**config.mk**
```make
export PLATFORM = sky130hd
export DESIGN_NAME = mem_wb_load
export DESIGN_NICKNAME = d
export VERILOG_FILES = /design/src/rtl/mem_wb_load.sv
export SDC_FILE = /design/constraint.sdc
export NUM_CORES = 1
export LEC_CHECK = 0
export ABC_AREA = 1
export CAP_MARGIN = 20
export CORE_AREA = 4 4 105 107
export DETAILED_ROUTE_END_ITERATION = 10
export DIE_AREA = 0 0 109 111
export GPL_TIMING_DRIVEN = 0
export PLACE_DENSITY = 0.76
export SLEW_MARGIN = 30
export SYNTH_ARGS = -nofsm -noshare
export SYNTH_HDL_FRONTEND = slang
export SYNTH_SLANG_ARGS = --single-unit
```
**constraint.sdc**
```tcl
create_clock -name Clk -period 2.85 [get_ports Clk]
set_input_delay 0.855 -clock Clk [delete_from_list [all_inputs] [get_ports Clk]]
set_output_delay 0.855 -clock Clk [all_outputs]
set_load 0.05 [all_outputs]
```
**src/rtl/mem_wb_load.sv**
```systemverilog
// MEM/WB pipeline register with load-data extraction and sign/zero extension.
// Drives the register file write port directly from the registered WB entry.
module mem_wb_load #(
    parameter int DW = 32,
    parameter int AW = 5,
    parameter int SW = 6
) (
    input  logic          Clk,
    input  logic          Rst_n,
    input  logic [SW-1:0] stall,
    input  logic          flush,
    input  logic [AW-1:0] mem_wd,
    input  logic          mem_wreg,
    input  logic [DW-1:0] mem_wdata,
    input  logic [2:0]    mem_ldop,
    input  logic [DW-1:0] dram_rdata,
    output logic [AW-1:0] wb_wd,
    output logic          wb_wreg,
    output logic [DW-1:0] wb_wdata,
    output logic          wb_ade
);

    localparam logic [2:0] LD_NONE = 3'b000;
    localparam logic [2:0] LD_LB   = 3'b001;
    localparam logic [2:0] LD_LBU  = 3'b010;
    localparam logic [2:0] LD_LH   = 3'b011;
    localparam logic [2:0] LD_LHU  = 3'b100;
    localparam logic [2:0] LD_LW   = 3'b101;

    logic [AW-1:0] wd_q, wd_d;
    logic          wreg_q, wreg_d;
    logic [DW-1:0] data_q, data_d;
    logic [2:0]    ldop_q, ldop_d;
    logic [1:0]    off_q, off_d;
    logic          hold_vld_q, hold_vld_d;
    logic [DW-1:0] ld_hold_q, ld_hold_d;

    logic          is_load;
    logic [DW-1:0] word;
    logic [7:0]    byte_sel;
    logic [15:0]   half_sel;

    // Only the MEM and WB stall bits matter to this stage.
    logic unused_stall;
    assign unused_stall = ^stall[3:0];

    assign is_load = (ldop_q == LD_LB) || (ldop_q == LD_LBU) ||
                     (ldop_q == LD_LH) || (ldop_q == LD_LHU) ||
                     (ldop_q == LD_LW);

    // Next entry: flush beats stall; a held load latches its first-cycle RAM word.
    always_comb begin
        wd_d       = wd_q;
        wreg_d     = wreg_q;
        data_d     = data_q;
        ldop_d     = ldop_q;
        off_d      = off_q;
        hold_vld_d = hold_vld_q;
        ld_hold_d  = ld_hold_q;
        if (flush || (stall[4] && !stall[5])) begin
            wd_d       = '0;
            wreg_d     = 1'b0;
            data_d     = '0;
            ldop_d     = LD_NONE;
            off_d      = 2'b00;
            hold_vld_d = 1'b0;
        end else if (stall[4] && stall[5]) begin
            if (is_load && !hold_vld_q) begin
                ld_hold_d  = dram_rdata;
                hold_vld_d = 1'b1;
            end
        end else begin
            wd_d       = mem_wd;
            wreg_d     = mem_wreg;
            data_d     = mem_wdata;
            ldop_d     = mem_ldop;
            off_d      = mem_wdata[1:0];
            hold_vld_d = 1'b0;
        end
    end

    // Entry registers; reset discards any held load data.
    always_ff @(posedge Clk or posedge Rst_n) begin
        if (Rst_n) begin
            wd_q       <= '0;
            wreg_q     <= 1'b0;
            data_q     <= '0;
            ldop_q     <= LD_NONE;
            off_q      <= 2'b00;
            hold_vld_q <= 1'b0;
            ld_hold_q  <= '0;
        end else begin
            wd_q       <= wd_d;
            wreg_q     <= wreg_d;
            data_q     <= data_d;
            ldop_q     <= ldop_d;
            off_q      <= off_d;
            hold_vld_q <= hold_vld_d;
            ld_hold_q  <= ld_hold_d;
        end
    end

    // Big-endian byte/half selection from the effective load word.
    always_comb begin
        word = hold_vld_q ? ld_hold_q : dram_rdata;
        unique case (off_q)
            2'd0:    byte_sel = word[DW-1:DW-8];
            2'd1:    byte_sel = word[DW-9:DW-16];
            2'd2:    byte_sel = word[15:8];
            default: byte_sel = word[7:0];
        endcase
        half_sel = off_q[1] ? word[15:0] : word[DW-1:DW-16];
    end

    // Extension, misalignment detection and write-port drive.
    always_comb begin
        wb_ade = 1'b0;
        unique case (ldop_q)
            LD_LB:   wb_wdata = {{(DW-8){byte_sel[7]}}, byte_sel};
            LD_LBU:  wb_wdata = {{(DW-8){1'b0}}, byte_sel};
            LD_LH: begin
                wb_wdata = {{(DW-16){half_sel[15]}}, half_sel};
                wb_ade   = off_q[0];
            end
            LD_LHU: begin
                wb_wdata = {{(DW-16){1'b0}}, half_sel};
                wb_ade   = off_q[0];
            end
            LD_LW: begin
                wb_wdata = word;
                wb_ade   = (off_q != 2'b00);
            end
            default: wb_wdata = data_q;
        endcase
        wb_wd   = wd_q;
        wb_wreg = wreg_q & ~wb_ade;
    end

endmodule

```
==> run metrics <==
combinational power share=29.9%; Seq/Total Area, Yosys=42.5%; largest net degree at the start of global routing=43; root buf cell=clkbuf_8; Sw Share=34.3%; clk_lat worst skew=0.36 ns; CTS H-tree depth=3; Sum Neg Setup Slack=-0.0329 ns; # hold bufs at CTS=0; Synth top area share=42.5%; Layout Nets=856; fmax=0.347 GHz; M1 GR Usage=32.5%; n_diodes=0; drt first pass iters=5; Synth Instances=630; Detailed Place HPWL=10,900 um; first-pass GRT wire length=23,300 um; Synth area leaders=dfrtp_1, nand2_1, inv_1; setup violators final=2; CP Class=reg2out; Cell Pwr Density=511 nW/um^2; Horiz. Die Dim=109 um; pre-CTS WS=-1.02 ns; Post-DRT Antenna Nets=0; Cell Area, Synth=4360 sq um; leading area contributor after synthesis=dfrtp_1; vias in the first global route=4,695; Fin. Hold Viols=0; HP Class=reg2reg; RSZ-0062 raised after global routing=yes; FF-to-FF path depth=9; Core Area=10,100 sq um; crit path DAT=2.02 ns; Hold Crit Depth=2; GR Overflow Total=0; Routed WL=15,300 um; Synth cell types=22; Final Core Density=63.8%; Slew headroom=65.1%; RD Place Congestion=0.946; Clock power frac=30.7%; grt met3 use=5.36%; total CTS buffers=9; Yosys reg bits=74; share of post-route cells with drive strength above 1=24.1%; status=finished with violations; Max Cap Viol=0; Fill cells=893; mean post-synth cell area=6.92 sq um; area delta synth->final=48.3%; Via Count=4,812; Yosys warnings=0; Fin Clk Skew=0.0126 ns; Tot GR Track Use=24.4%; fin worst setup slack=-0.0289 ns; Tmin final=2.88 ns; Post-Synthesis Net Count=712; leakage power=0.00335 uW; IO Pins=121; CTS tree=yes; Net Sw Power=1130 uW; startpoint type of the worst setup path=register; residual DRC count=0; Max clock buf depth=2; row count=37; fin crit share=101%; initial antenna violation count=0; wire per inst=16.7 um; placed cells=883; Worst Tran Pin Value=0.524 ns; PortBufs=116; total power=3300 uW; Crit path required time=2.00 ns; failing checks=setup timing; fin. max-slew vios=0; peak supply drop=0.000311 V; grt met2 use=39.0%; register clock-pin slew on the reported worst setup and hold paths=0.08 ns; critical path capture point type=output pin; Initial Utilization=43.0%; Flop pwr share=39.4%; gr busiest metal=met2; internal power=2170 uW; maximum fanout along the worst path=10; die area=12,100 sq um; Chip Height=111 um; Final Non-Filler Cells=915; Via density=5.26; Sink Count=74; drt initial violations=351
## power by group through the flow
stage          registers, uW  logic [uW]  clock network [uW]
3_5_place_dp            1310         887                   0
3_3_place_gp            1300         867                   0
5_1_grt                 1320        1060                1070
6_report                1300         987                1010
4_1_cts                 1290         934                1020
2_1_floorplan           1300         537                   0
## per-stage QoR
stage,hold slack [ns],instance area (sq um)
2_1_floorplan,0.442,4380
5_1_grt,0.504,6470
3_3_place_gp,0.455,5710
4_1_cts,0.479,6210
6_report,0.482,6470
3_5_place_dp,0.458,5730
## cells by family (layout without fill, tap and decap cells)
family,after synthesis,count (layout),share of synthesized area (%)
and+or+nand+nor,328,328,32.9
buffers and inverters,136,285,12.7
AOI/OAI and AO/OA,92,92,12.0
DFF,74,74,42.5
## sequential cells by signal, summed over array words and instances, names as in the netlist
signal and count:
ldop_q 3, ld_hold_q 32, data_q 32, wreg_q 1, wb_wd 5, hold_vld_q 1
## critical path: stages (launching register included)
cell and delay (ns):
dfrtp_2 0.45, nand2_2 0.13, inv_1 0.05, nor2_1 0.13
nand2_2 0.14, clkbuf_4 0.23, o211ai_1 0.28, buf_4 0.26
## metal layers
metal	vias to the layer above	wire length (um)
li1	2278	-
met1	2282	6290
met2	222	7460
met3	30	1260
met4	0	304
met5	-	0
## cell type report
| class | count | area [sq um] | area share [%] |
|---|---|---|---|
| Multi-Input combinational cell | 420 | 2270 | 35.2 |
| Clock inverter | 6 | 113 | 1.74 |
| Inverter | 101 | 389 | 6.02 |
| Sequential cell | 74 | 1860 | 28.7 |
| Tap cell | 136 | 170 | 2.63 |
| Clock buffer | 10 | 128 | 1.97 |
| Buffer | 35 | 255 | 3.95 |
| Timing Repair Buffer | 133 | 1280 | 19.8 |
## Yosys cell counts
library cell / n
nand2_1: 223
inv_1: 98
dfrtp_1: 74
o22ai_1: 41
nand3_1: 37
nor2_1: 35
o21ai_0: 34
nand3b_1: 24
clkbuf_1: 15
buf_2: 14
a21oi_1: 9
o211ai_1: 4
o21ai_1: 4
buf_4: 3
inv_2: 3
nand3_2: 3
buf_6: 2
nand2_2: 2
nand3b_4: 2
buf_1: 1
nor2_4: 1
or2_2: 1
## final timing paths
| check | startpoint | end | slack [ns] |
|---|---|---|---|
| max | ldop_q[2] | wb_wdata[0] | -0.03 |
| min reg2reg | ld_hold_q[12] | ld_hold_q[12] | 0.48 |
| min | ld_hold_q[12] | ld_hold_q[12] | 0.48 |
| max reg2reg | ldop_q[2] | ld_hold_q[5] | 1.09 |
| max in group asynchronous | Rst_n | data_q[1] | 1.42 |
| min in group asynchronous | Rst_n | wb_wd[3] | 0.85 |
## repair_timing
item,4_1_cts,5_1_grt
resized for setup,349,80
gates cloned,2,1
buffers inserted,9,4
pin swaps,46,11
endpoints found under the setup margin,34,34
## placed cells by master, fill, tap and decap left out, types with 5 or more instances in the layout
cell / instances
clkbuf_8: 9
inv_1: 85
o21ai_1: 9
clkbuf_1: 11
nor2_1: 26
nand3b_1: 24
buf_2: 10
nand3_2: 8
clkdlybuf4s50_1: 50
nand2_2: 19
o22ai_1: 41
buf_4: 24
buf_6: 35
nor2_2: 7
inv_2: 13
nand3_1: 29
dlygate4sd2_1: 26
dfrtp_1: 71
o21ai_2: 18
a21oi_1: 5
nand2_4: 6
nand2_1: 200
o21ai_0: 7
(Power assumes the default switching activity.)
